<file path="src/rtl/mem_arbiter_pkg.sv">
// Shared constants for the main-RAM arbiter and the RAM it fronts.
package mem_arb_pkg;

  localparam int DEF_ADDR_WIDTH = 15;
  localparam int DEF_DATA_WIDTH = 8;

  // Read-return owner tag: tells which master the RAM data belongs to.
  typedef logic [1:0] owner_t;
  localparam owner_t OWNER_NONE = 2'd0;
  localparam owner_t OWNER_A    = 2'd1;
  localparam owner_t OWNER_B    = 2'd2;

  // Width of the starvation counter: enough to hold STARVE_LIMIT, never zero.
  function automatic int cnt_width(input int limit);
    return (limit < 1) ? 1 : $clog2(limit + 1);
  endfunction

endpackage

</file>
<file path="src/rtl/mem_arbiter_if.sv">
// One master's request/grant/read-return bundle toward the RAM arbiter.
interface mem_arbiter_if #(
  parameter int ADDR_WIDTH = mem_arb_pkg::DEF_ADDR_WIDTH,
  parameter int DATA_WIDTH = mem_arb_pkg::DEF_DATA_WIDTH
) ();

  logic                  req;
  logic                  we;
  logic [ADDR_WIDTH-1:0] addr;
  logic [DATA_WIDTH-1:0] wdata;
  logic                  gnt;
  logic                  rvalid;
  logic [DATA_WIDTH-1:0] rdata;
  logic                  stall;

  modport master (
    output req, we, addr, wdata,
    input  gnt, rvalid, rdata, stall
  );

  modport slave (
    input  req, we, addr, wdata,
    output gnt, rvalid, rdata, stall
  );

endinterface

</file>
<file path="src/rtl/mem_arbiter.sv">
// Two-master arbiter for the single-port main RAM. Port A (CPU) has
// priority; port B wins one grant after STARVE_LIMIT consecutive lost
// cycles. Grants are combinational, read returns are tagged one cycle later.
module mem_arbiter
  import mem_arb_pkg::*;
#(
  parameter int ADDR_WIDTH   = DEF_ADDR_WIDTH,
  parameter int DATA_WIDTH   = DEF_DATA_WIDTH,
  parameter int STARVE_LIMIT = 8
) (
  input  logic                  clk,
  input  logic                  rst,
  mem_arbiter_if.slave          a_if,
  mem_arbiter_if.slave          b_if,
  output logic                  mem_en,
  output logic                  mem_we,
  output logic [ADDR_WIDTH-1:0] mem_addr,
  output logic [DATA_WIDTH-1:0] mem_wdata,
  input  logic [DATA_WIDTH-1:0] mem_rdata
);

  localparam int              CNT_W   = cnt_width(STARVE_LIMIT);
  localparam logic [CNT_W-1:0] LIMIT_C = CNT_W'(STARVE_LIMIT);

  logic [CNT_W-1:0] wait_cnt_q, wait_cnt_d;
  owner_t           owner_q, owner_d;
  logic             starve_hit;
  logic             a_gnt, b_gnt;
  logic             a_rvalid, b_rvalid;

  // A limit of zero disables the override entirely (A strict priority).
  assign starve_hit = (STARVE_LIMIT != 0) && (wait_cnt_q == LIMIT_C);

  // Winner selection; nothing is granted while reset is held.
  always_comb begin
    a_gnt = 1'b0;
    b_gnt = 1'b0;
    if (!rst) begin
      if (b_if.req && (!a_if.req || starve_hit)) begin
        b_gnt = 1'b1;
      end else if (a_if.req) begin
        a_gnt = 1'b1;
      end
    end
  end

  // RAM bus mux from the winner; idle bus is all zeros.
  always_comb begin
    mem_en    = 1'b0;
    mem_we    = 1'b0;
    mem_addr  = '0;
    mem_wdata = '0;
    if (a_gnt) begin
      mem_en    = 1'b1;
      mem_we    = a_if.we;
      mem_addr  = a_if.addr;
      mem_wdata = a_if.wdata;
    end else if (b_gnt) begin
      mem_en    = 1'b1;
      mem_we    = b_if.we;
      mem_addr  = b_if.addr;
      mem_wdata = b_if.wdata;
    end
  end

  // Next owner tag: only a granted read expects data back next cycle.
  always_comb begin
    owner_d = OWNER_NONE;
    if (a_gnt && !a_if.we) begin
      owner_d = OWNER_A;
    end else if (b_gnt && !b_if.we) begin
      owner_d = OWNER_B;
    end
  end

  // Consecutive-loss counter for B: saturates at the limit, clears on grant or idle.
  always_comb begin
    wait_cnt_d = wait_cnt_q;
    if (b_gnt || !b_if.req) begin
      wait_cnt_d = '0;
    end else if (wait_cnt_q != LIMIT_C) begin
      wait_cnt_d = wait_cnt_q + CNT_W'(1);
    end
  end

  // State registers with synchronous reset.
  always_ff @(posedge clk) begin
    if (rst) begin
      owner_q    <= OWNER_NONE;
      wait_cnt_q <= '0;
    end else begin
      owner_q    <= owner_d;
      wait_cnt_q <= wait_cnt_d;
    end
  end

  // A read in flight when reset arrives is dropped, hence the rst gating.
  assign a_rvalid = (owner_q == OWNER_A) && !rst;
  assign b_rvalid = (owner_q == OWNER_B) && !rst;

  assign a_if.gnt    = a_gnt;
  assign a_if.rvalid = a_rvalid;
  assign a_if.rdata  = a_rvalid ? mem_rdata : '0;
  assign a_if.stall  = a_if.req & ~a_gnt;

  assign b_if.gnt    = b_gnt;
  assign b_if.rvalid = b_rvalid;
  assign b_if.rdata  = b_rvalid ? mem_rdata : '0;
  assign b_if.stall  = b_if.req & ~b_gnt;

endmodule

</file>
<file path="src/flat_wrapper.sv">
// flat-port wrapper written by rule: the top's interface ports become plain ports
module mem_arbiter_flat import mem_arb_pkg::*;
#(
  parameter int ADDR_WIDTH   = DEF_ADDR_WIDTH,
  parameter int DATA_WIDTH   = DEF_DATA_WIDTH,
  parameter int STARVE_LIMIT = 8
)
  (clk, rst, mem_en, mem_we, mem_addr, mem_wdata, mem_rdata, a_if_req, a_if_we, a_if_addr, a_if_wdata, a_if_gnt, a_if_rvalid, a_if_rdata, a_if_stall, b_if_req, b_if_we, b_if_addr, b_if_wdata, b_if_gnt, b_if_rvalid, b_if_rdata, b_if_stall);
  mem_arbiter_if #(.ADDR_WIDTH(ADDR_WIDTH), .DATA_WIDTH(DATA_WIDTH)) a_if_i ();
  mem_arbiter_if #(.ADDR_WIDTH(ADDR_WIDTH), .DATA_WIDTH(DATA_WIDTH)) b_if_i ();
  input  logic clk;
  input  logic rst;
  output logic mem_en;
  output logic mem_we;
  output logic [ADDR_WIDTH-1:0] mem_addr;
  output logic [DATA_WIDTH-1:0] mem_wdata;
  input  logic [DATA_WIDTH-1:0] mem_rdata;
  input wire logic [$bits(a_if_i.req)-1:0] a_if_req;
  input wire logic [$bits(a_if_i.we)-1:0] a_if_we;
  input wire logic [$bits(a_if_i.addr)-1:0] a_if_addr;
  input wire logic [$bits(a_if_i.wdata)-1:0] a_if_wdata;
  output wire logic [$bits(a_if_i.gnt)-1:0] a_if_gnt;
  output wire logic [$bits(a_if_i.rvalid)-1:0] a_if_rvalid;
  output wire logic [$bits(a_if_i.rdata)-1:0] a_if_rdata;
  output wire logic [$bits(a_if_i.stall)-1:0] a_if_stall;
  input wire logic [$bits(b_if_i.req)-1:0] b_if_req;
  input wire logic [$bits(b_if_i.we)-1:0] b_if_we;
  input wire logic [$bits(b_if_i.addr)-1:0] b_if_addr;
  input wire logic [$bits(b_if_i.wdata)-1:0] b_if_wdata;
  output wire logic [$bits(b_if_i.gnt)-1:0] b_if_gnt;
  output wire logic [$bits(b_if_i.rvalid)-1:0] b_if_rvalid;
  output wire logic [$bits(b_if_i.rdata)-1:0] b_if_rdata;
  output wire logic [$bits(b_if_i.stall)-1:0] b_if_stall;
  assign a_if_i.req = a_if_req;
  assign a_if_i.we = a_if_we;
  assign a_if_i.addr = a_if_addr;
  assign a_if_i.wdata = a_if_wdata;
  assign a_if_gnt = a_if_i.gnt;
  assign a_if_rvalid = a_if_i.rvalid;
  assign a_if_rdata = a_if_i.rdata;
  assign a_if_stall = a_if_i.stall;
  assign b_if_i.req = b_if_req;
  assign b_if_i.we = b_if_we;
  assign b_if_i.addr = b_if_addr;
  assign b_if_i.wdata = b_if_wdata;
  assign b_if_gnt = b_if_i.gnt;
  assign b_if_rvalid = b_if_i.rvalid;
  assign b_if_rdata = b_if_i.rdata;
  assign b_if_stall = b_if_i.stall;
  mem_arbiter #(.ADDR_WIDTH(ADDR_WIDTH), .DATA_WIDTH(DATA_WIDTH), .STARVE_LIMIT(STARVE_LIMIT)) u_core (.clk(clk), .rst(rst), .a_if(a_if_i), .b_if(b_if_i), .mem_en(mem_en), .mem_we(mem_we), .mem_addr(mem_addr), .mem_wdata(mem_wdata), .mem_rdata(mem_rdata));
endmodule
</file>
<file path="config.mk">
export PLATFORM = sky130hd
export DESIGN_NAME = mem_arbiter_flat
export DESIGN_NICKNAME = d
export VERILOG_FILES = /design/src/rtl/mem_arbiter_pkg.sv /design/src/rtl/mem_arbiter_if.sv /design/src/rtl/mem_arbiter.sv /design/src/flat_wrapper.sv
export SDC_FILE = /design/constraint.sdc
export NUM_CORES = 1
export LEC_CHECK = 0
export ABC_CLOCK_PERIOD_IN_PS = 2009
export CORE_UTILIZATION = 22
export CTS_CLUSTER_DIAMETER = 150
export DETAILED_ROUTE_END_ITERATION = 8
export PLACE_DENSITY = 0.9
export SLEW_MARGIN = 0
export SYNTH_ARGS = -nofsm -noshare
export SYNTH_HDL_FRONTEND = slang
export SYNTH_SLANG_ARGS = --single-unit
export TNS_END_PERCENT = 100
</file>
<file path="constraint.sdc">
create_clock -name clk -period 2.01 [get_ports clk]
set_input_delay 0.201 -clock clk [delete_from_list [all_inputs] [get_ports clk]]
set_output_delay 0.201 -clock clk [all_outputs]
set_load 0.005 [all_outputs]
</file>
Word-level counts from Yosys, hierarchy flattened:

Cells that the tools add are included.

* add/sub/neg operators: 1
* multiply operators: 0
* divide/modulo/power cells: 0
* order comparisons: 0
* equal/unequal tests: 4
* shift-type cells: 0
* multiplexer cells: 17
* bitwise logic cells: 4
* reduce and logical (&&, ||, !) cells: 14

Operators by type and width (number)
* $mux W8: 4
* $mux W15: 2
* $mux W1: 10
* $logic_and A1 B1 Y1: 5
* $logic_not A1 Y1: 5
* $add A4 B1 Y4 const B: 1
* $eq A4 B4 Y1 const B: 1
* $ne A4 B4 Y1 const B: 1
* $reduce_or A2 Y1: 2
* $and A1 B1 Y1: 2
* $eq A2 B1 Y1 const B: 1
* $eq A2 B2 Y1 const B: 1
* $logic_or A1 B1 Y1: 2
* $mux W2: 1
* $not A1 Y1: 2

* flip-flop bits (word level): 6
* latch bits: 0
* RAM bits: 0
* ROM bits: 0
* bits of input ports: 60
* output and inout bits: 47
* word-level logic and storage cells: 43
* memories kept: 0

Logic depth before layout (Yosys ltp):

Gate-level depths: netlist (run 1).

* depth after elaboration: 8
* gate-level depth with buffers: 7
* mapped depth without buffers: 5

Worst setup path before layout (run 1):

Ideal clock, no wire load.

* path type: reg2out
* from: register u_core.wait_cnt_q[0]
* to: output port mem_wdata[0]
* arrival time: 1534 ps
* required time: 1809 ps
* path slack: 275 ps
* stages on the path, launching flop included: 7
* path buffers: 1
* path through: dfxtp_1 -> inv_1 -> ha_1 -> and3b_4 -> a211oi_4 -> buf_6 -> a22o_1

* elaborated cells between the ends (all ways): 9
* those cells by class: 1 x eq/ne; 6 x mux; 2 x reduce/logical

RTL lines
* from (decl): RTL line mem_arbiter.sv:25 `logic [CNT_W-1:0] wait_cnt_q, wait_cnt_d;`
* from (signal assigned): RTL line mem_arbiter.sv:93 `wait_cnt_q <= wait_cnt_d;`
* $eq A4 B4 Y1: RTL line mem_arbiter.sv:32 `assign starve_hit = (STARVE_LIMIT != 0) && (wait_cnt_q == LIMIT_C);`
* $logic_or A1 B1 Y1: RTL line mem_arbiter.sv:39 `if (b_if.req && (!a_if.req || starve_hit)) begin`
* $logic_and A1 B1 Y1: RTL line mem_arbiter.sv:39
* $mux W1: RTL line mem_arbiter.sv:39
* $mux W1: RTL line mem_arbiter.sv:38 `if (!rst) begin`
* net a_if_gnt: RTL line flat_wrapper.sv:22 `output wire logic [$bits(a_if_i.gnt)-1:0] a_if_gnt;`
* $mux W8: RTL line mem_arbiter.sv:53 `if (a_gnt) begin`
* to (decl): RTL line flat_wrapper.sv:16 `output logic [DATA_WIDTH-1:0] mem_wdata;`

The timed path passes the listed nets, and every way through them passes these cells.

Worst setup path after layout (run 1):

* from: register u_core.wait_cnt_q[0]
* to: output port mem_addr[5]

* word-level cells in the longest chain between the ends: 7
* elaborated cells between the ends (all ways): 9
* those cells by class: 1 x eq/ne; 6 x mux; 2 x reduce/logical

RTL lines
* $eq A4 B4 Y1 (*): RTL line mem_arbiter.sv:32
* $logic_or A1 B1 Y1 (*): RTL line mem_arbiter.sv:39
* $logic_and A1 B1 Y1 (*): RTL line mem_arbiter.sv:39
* $mux W1: RTL line mem_arbiter.sv:39
* $mux W1: RTL line mem_arbiter.sv:38
* $mux W15: RTL line mem_arbiter.sv:58 `end else if (b_gnt) begin`
* $mux W15 (*): RTL line mem_arbiter.sv:53
* to (decl): RTL line flat_wrapper.sv:15 `output logic [ADDR_WIDTH-1:0] mem_addr;`

Every way passes the cells marked *; elsewhere a longest branch is shown, timed or not.

==> impl_metrics.csv, run 1 <==
group,metric,value,unit
floorplan,die_w,57.6,um
cts,path_clk_slew,0.05,ns
finish,fin_util,66.4,%
worst_hold_path,holdCritPathClass,"in -> reg",
finish,final_area,0.00188,mm2
setup_path,r2r_end,"u_core.owner_q[0]",
power,power_leakage,0.847,nW
yosys,synth_warnings,0,
setup_path,endpoint_kind,"output port",
worst_hold_path,worst_hold_path.num_cells,2,
global_route,grt_pass1_vias,1125,
power,vdd_drop_max,0.135,mV
worst_hold_path,hold_path.startpoint,"b_if_we",
timing,setup_viol,2,
place,place_congestion,0.713,
setup_path,endpoint,"mem_addr[5]",
yosys,netlist_top_cells_area,"a22o_1 31%, dfxtp_1 18%, and2_1 15%",
setup_path,worstPathCellList,"inv_2 > ha_4 > and3b_4 > a211oi_4 > buf_6 > buf_16 > a22o_1 > buf_2",
yosys,post-synth-top-area-cell,"a22o_1",
setup_path,arrival,1.82,ns
setup_path,critPathKind,"reg -> out",
yosys,yosysTopAreaCellShare,30.9,%
cts,clkSinkCount,6,
timing,timing.final.crit_share,101,%
setup_path,worstRegToRegCells,7,
setup_path,cp.depth,8,
place,dpl_cell_area,0.00184,mm2
timing,min_period,2.02,ns
place,pre_cts_ws,-0.170,ns
power,powerDensity,276,mW/mm2
yosys,synthDistinctLibCells,24,
setup_path,r2r_setup_slack,0.55,ns
floorplan,core,0.00283,mm2
setup_path,path_max_fanout,7,
finish,fill_cells,250,
timing,rsz0062_at_grt,"true",
routing,final_antenna_net_count,0,
setup_path,slowest_delay,0.34,ns
global_route,overflow,0,
finish,syn_to_final_growth,177,%
global_route,grt_usage,18.6,%
yosys,synth_cells,78,
yosys,netlist_area,679,um2
cts,cts-htree-levels,1,
timing,fin_setup_tns,-0.0232,ns
timing,max_slew_margin,80.9,%
timing,final_max_slew_viol_count,0,
yosys,synth-seq-cells,6,
floorplan,initial_core_util,24.0,%
floorplan,fp-row-count,19,
cts,clkLatencyLatePin,0.26,ns
setup_path,cpLargestDelayFamily,"buffers and inverters",
run,maxCapViolations,0,
routing,drt-initial-drc-count,42,
place,dpl.hpwl,2.51,mm
global_route,grt_first_pass_wirelength,4.74,mm
global_route,antenna_found_initial,0,
routing,avgRoutedWirePerCell,13.9,um
global_route,grt_max_degree,20,
outcome,violations,"design-rule violations, negative setup slack",
cts,cts_tree,"yes",
floorplan,io_pins,107,
finish,layout_commonest_cell,"clkdlybuf4s50_1",
cts,cts_root_buf,"clkbuf_4",
cts,clk_path_buf_depth,2,
routing,drc,7,
setup_path,crit_required,1.81,ns
routing,vias,1122,
finish,mostFrequentLayoutCells,"76 x clkdlybuf4s50_1, 24 x a22o_1, 24 x buf_2",
setup_path,slowest_stage,"dfxtp_2",
timing,finalClockSkew,0.00301,ns
finish,fin_nets,266,
timing,clock.fmax,494,MHz
routing,dr.pass1.iters,8,
timing,tightest_slew,0.286,ns
outcome,outcome,"finished with violations",
routing,wirelength,3.24,mm
setup_path,crit_start,"u_core.wait_cnt_q[0]",
setup_path,worstSetupStartpointType,"flop",
floorplan,dieArea,0.00331,mm2
setup_path,critPathBufInv,4,
place,io_buffers,106,
routing,via_per_inst,4.82,
yosys,syn_nets,140,
yosys,avgSynthCellArea,8.71,um2
timing,setup_slack,-0.0134,ns
finish,num_antenna_cells,0,
yosys,yosysSeqAreaShare,17.7,%
cts,cts_made_buffers,3,
setup_path,r2r_start,"u_core.wait_cnt_q[0]",
finish,drive_above_1_share,29.2,%
finish,final-seq-area,123,um2
floorplan,die-height,57.6,um
finish,multiInputGateArea,528,um2
timing,finalHoldViolCount,0,
## repair_timing
action                                  4_1_cts  5_1_grt
resized for setup                           114        8
cloned                                        2        0
hold buffers                                  0        0
buffers inserted                              8        0
pin swaps                                     7       11
endpoints found under the hold margin         0        0
endpoints found under the setup margin       29       40
## synthesized netlist by cell type, drive strengths merged
master	number
o211ai	1
ha	2
nor3b	3
nand3b	1
and2	16
nor2	1
and2b	1
or2b	1
o21a	1
nor2b	3
or2	1
or3b	1
a22o	24
inv	3
a21oi	1
a211oi	1
nand2	2
buf	5
dfxtp	6
nand4b	1
and3b	1
a31oi	1
nor3	1
## kinds of logic after synthesis
family	after synthesis	synth area share, %
compound gates	29	37.8
simple gates	33	31.9
fa+ha+maj	2	3.68
flops	6	17.7
buf+inv	8	9.02
## metal layers
metal | wire [um] | share of wire [%] | vias to the layer above | track usage, %
met4 | 46 | 1.4 | 0 | 6.97
met3 | 350 | 11 | 8 | 2.95
met1 | 1010 | 31 | 490 | 16.6
met2 | 1830 | 56 | 76 | 39.9
met5 | 0 | 0 | - | 0
li1 | - | - | 548 | -
## sequential cells by signal, summed over array words and instances, names as in the netlist
register           flops
u_core.wait_cnt_q      4
u_core.owner_q         2
## how the worst min path moves through the flow
stage | end | slack [ns]
finish | u_core.owner_q[1] | 0.51
global route | u_core.owner_q[1] | 0.56
CTS | u_core.owner_q[1] | 0.53
floorplan | u_core.owner_q[1] | 0.27
global placement | u_core.wait_cnt_q[0] | 0.51
detailed placement | u_core.wait_cnt_q[0] | 0.53
## worst reg2reg max path: stages (launching register included)
cell and delay, ns:
dfxtp_2 0.34, inv_2 0.05, ha_4 0.15, and3b_4 0.20, a211oi_4 0.28, buf_6 0.17
buf_6 0.10, and2b_1 0.11
## layout make-up
class | count | area share [%]
Inverter | 3 | 0.599
Sequential cell | 6 | 6.52
Clock buffer | 3 | 1.20
Multi-Input combinational cell | 64 | 28.1
Tap cell | 31 | 2.06
Timing Repair Buffer | 126 | 61.5
## power breakdown
group | internal [mW] | switching, mW
Clock | 0.0680 | 0.0512
Sequential | 0.122 | 0.00178
Combinational | 0.195 | 0.0818
Total | 0.385 | 0.135
## per-stage QoR
step                      hold slack, ns  total power [mW]  std cells
after floorplan                    0.273             0.193         78
after global placement             0.507             0.402        221
after detailed placement           0.529             0.408        221
after CTS                          0.531             0.524        234
after global routing               0.560             0.542        233
final                              0.514             0.520        233
Note: power is estimated with default switching activity, not from simulation.
==> run 2, diff against run 1 <==
CORE_UTILIZATION = 23   (was 22)
CTS_BUF_LIST = sky130_fd_sc_hd__clkbuf_4 sky130_fd_sc_hd__clkbuf_8   (was unset)
PLACE_DENSITY = 0.93   (was 0.9)
==> run 2 against run 1 <==
Against the previous run:
- the flow now finishes without violations
- clock skew up 0.0046 ns
- setup slack better by 0.028 ns
- clock power about the same
- sequential power about the same
- cell area unchanged
- die area down 4.2%
- sequential share of layout area unchanged
- combinational power about the same
- utilization up 1.1 points
- first-iteration DRC count down 74%
- power down 0.67%
- maximum frequency up 1.4%
==> impl_metrics.csv, run 2 (synthesis gave the netlist of run 1 again) <==
group,metric,value,unit
routing,via_per_inst,4.76,
finish,layout_commonest_cell,"clkdlybuf4s50_1",
cts,clkLatencyLatePin,0.25,ns
place,place_congestion,0.719,
setup_path,crit_required,1.81,ns
routing,avgRoutedWirePerCell,13.4,um
routing,drt-initial-drc-count,11,
cts,clk_path_buf_depth,2,
timing,min_period,2.00,ns
setup_path,worstSetupStartpointType,"flop",
finish,final_area,0.00188,mm2
place,dp.cells,220,
finish,mostFrequentLayoutCells,"76 x clkdlybuf4s50_1, 25 x buf_2, 24 x a22o_1",
global_route,grt_first_pass_wirelength,5.09,mm
floorplan,dieArea,0.00318,mm2
finish,top_register,"u_core.wait_cnt_q",
power,vdd_drop_max,0.270,mV
cts,cts-htree-levels,1,
global_route,antenna_found_initial,0,
setup_path,worstPathCellList,"inv_2 > ha_4 > and3b_4 > a211oi_4 > buf_6 > buf_6 > a22o_1 > buf_2",
worst_hold_path,holdCritPathClass,"reg -> reg",
timing,final_max_slew_viol_count,0,
finish,syn_to_final_growth,177,%
place,dpl_cell_area,0.00183,mm2
power,powerDensity,275,mW/mm2
cts,path_clk_slew,0.05,ns
outcome,outcome,"finished clean",
routing,wirelength,3.14,mm
timing,fin_setup_tns,0,ns
cts,clkSinkCount,6,
setup_path,slowest_delay,0.33,ns
setup_path,slowest_stage,"dfxtp_2",
timing,finalClockSkew,0.00757,ns
finish,final_cells,234,
cts,cts_made_buffers,3,
finish,drive_above_1_share,29.1,%
setup_path,endpoint_kind,"output port",
finish,fin_nets,267,
finish,top_regs,"u_core.wait_cnt_q (4), u_core.owner_q (2)",
setup_path,cpLargestDelayFamily,"buffers and inverters",
routing,drc,0,
power,power_leakage,0.854,nW
routing,dr.pass1.iters,4,
timing,max_slew_margin,84.8,%
cts,cts_tree,"yes",
global_route,grt_max_degree,15,
floorplan,core,0.00278,mm2
timing,timing.final.crit_share,99.3,%
place,dpl.hpwl,2.40,mm
setup_path,timing.critical_path.mode_cell,"buf_6",
setup_path,path_max_fanout,7,
run,maxCapViolations,0,
finish,largest_reg_flops,4,
finish,num_antenna_cells,0,
setup_path,critPathBufInv,4,
timing,clock.fmax,501,MHz
routing,final_antenna_net_count,0,
global_route,grt_usage,20.1,%
place,pre_cts_ws,-0.149,ns
floorplan,initial_core_util,24.4,%
place,io_buffers,106,
finish,fill_cells,238,
floorplan,fp-row-count,19,
timing,setup_slack,0.0150,ns
setup_path,arrival,1.79,ns
cts,cts_root_buf,"clkbuf_4",
global_route,grt_pass1_vias,1094,
floorplan,io_pins,107,
floorplan,die_w,56.4,um
timing,rsz0062_at_grt,"true",
routing,vias,1114,
setup_path,critPathKind,"reg -> out",
cts,holdBufCountCts,0,
timing,tightest_slew,0.227,ns
floorplan,die-height,56.4,um
timing,setup_viol,0,
global_route,overflow,0,
timing,finalHoldViolCount,0,
-- run 2: cell count changes in the layout (fill, tap and decap cells not counted), moves of 2 or more --
cell and change:
buf_4 +3, buf_6 -2, nor3b_1 +2, nor3b_2 -2
-- run 2: final cells by class --
class / instances / area, um2 / area share (%)
inverter: 3 / 11.3 / 0.599
timing repair buffer: 127 / 1170 / 62.1
multi-input combinational: 64 / 518 / 27.6
sequential: 6 / 123 / 6.52
tap: 31 / 38.8 / 2.06
clock buffer: 3 / 22.5 / 1.20
-- run 2: final timing paths --
check | startpoint | to | slack, ns | cells after the start
max | u_core.wait_cnt_q[0] | mem_addr[6] | 0.01 | 8
min | u_core.wait_cnt_q[0] | u_core.wait_cnt_q[0] | 0.53 | 2
max reg2reg | u_core.wait_cnt_q[0] | u_core.owner_q[0] | 0.53 | 7
min reg2reg | u_core.wait_cnt_q[0] | u_core.wait_cnt_q[0] | 0.53 | 2
-- run 2: per-layer routing --
layer | routed length [um] | GRT usage, %
met1 | 1120 | 21.4
met3 | 287 | 6.22
met2 | 1720 | 39.1
met5 | 0 | 0
met4 | 8 | 3.14
-- run 2: power breakdown --
part	switching (mW)	total (mW)	internal, mW
logic	0.0809	0.277	0.196
clock network	0.0485	0.116	0.0679
registers	0.00130	0.123	0.122
total	0.131	0.516	0.385
-- run 2: timing repair --
action,4_1_cts,5_1_grt
setup endpoints to repair,45,27
pin swaps,8,13
buffers inserted,10,2
gates cloned,3,0
resized for setup,116,6
-- run 2: through the flow --
stage | hold slack, ns | util [%] | power [mW]
CTS | 0.528 | 70.1 | 0.536
global route | 0.549 | 67.6 | 0.547
global placement | 0.505 | 65.8 | 0.400
finish | 0.530 | 67.6 | 0.516
floorplan | 0.273 | - | 0.193
detailed placement | 0.521 | 65.8 | 0.406
-- run 2: worst reg2reg max path, cell delays in order (launching register included) --
cell	delay (ns)
dfxtp_2	0.33
inv_2	0.05
ha_4	0.15
and3b_4	0.20
a211oi_4	0.28
buf_6	0.17
buf_12	0.11
and2b_1	0.12
==> run 3, diff against run 2 <==
CTS_CLUSTER_SIZE = 10   (was unset)
==> results of run 3 <==
Final layout, timing and power as in run 2 (identical DEF).
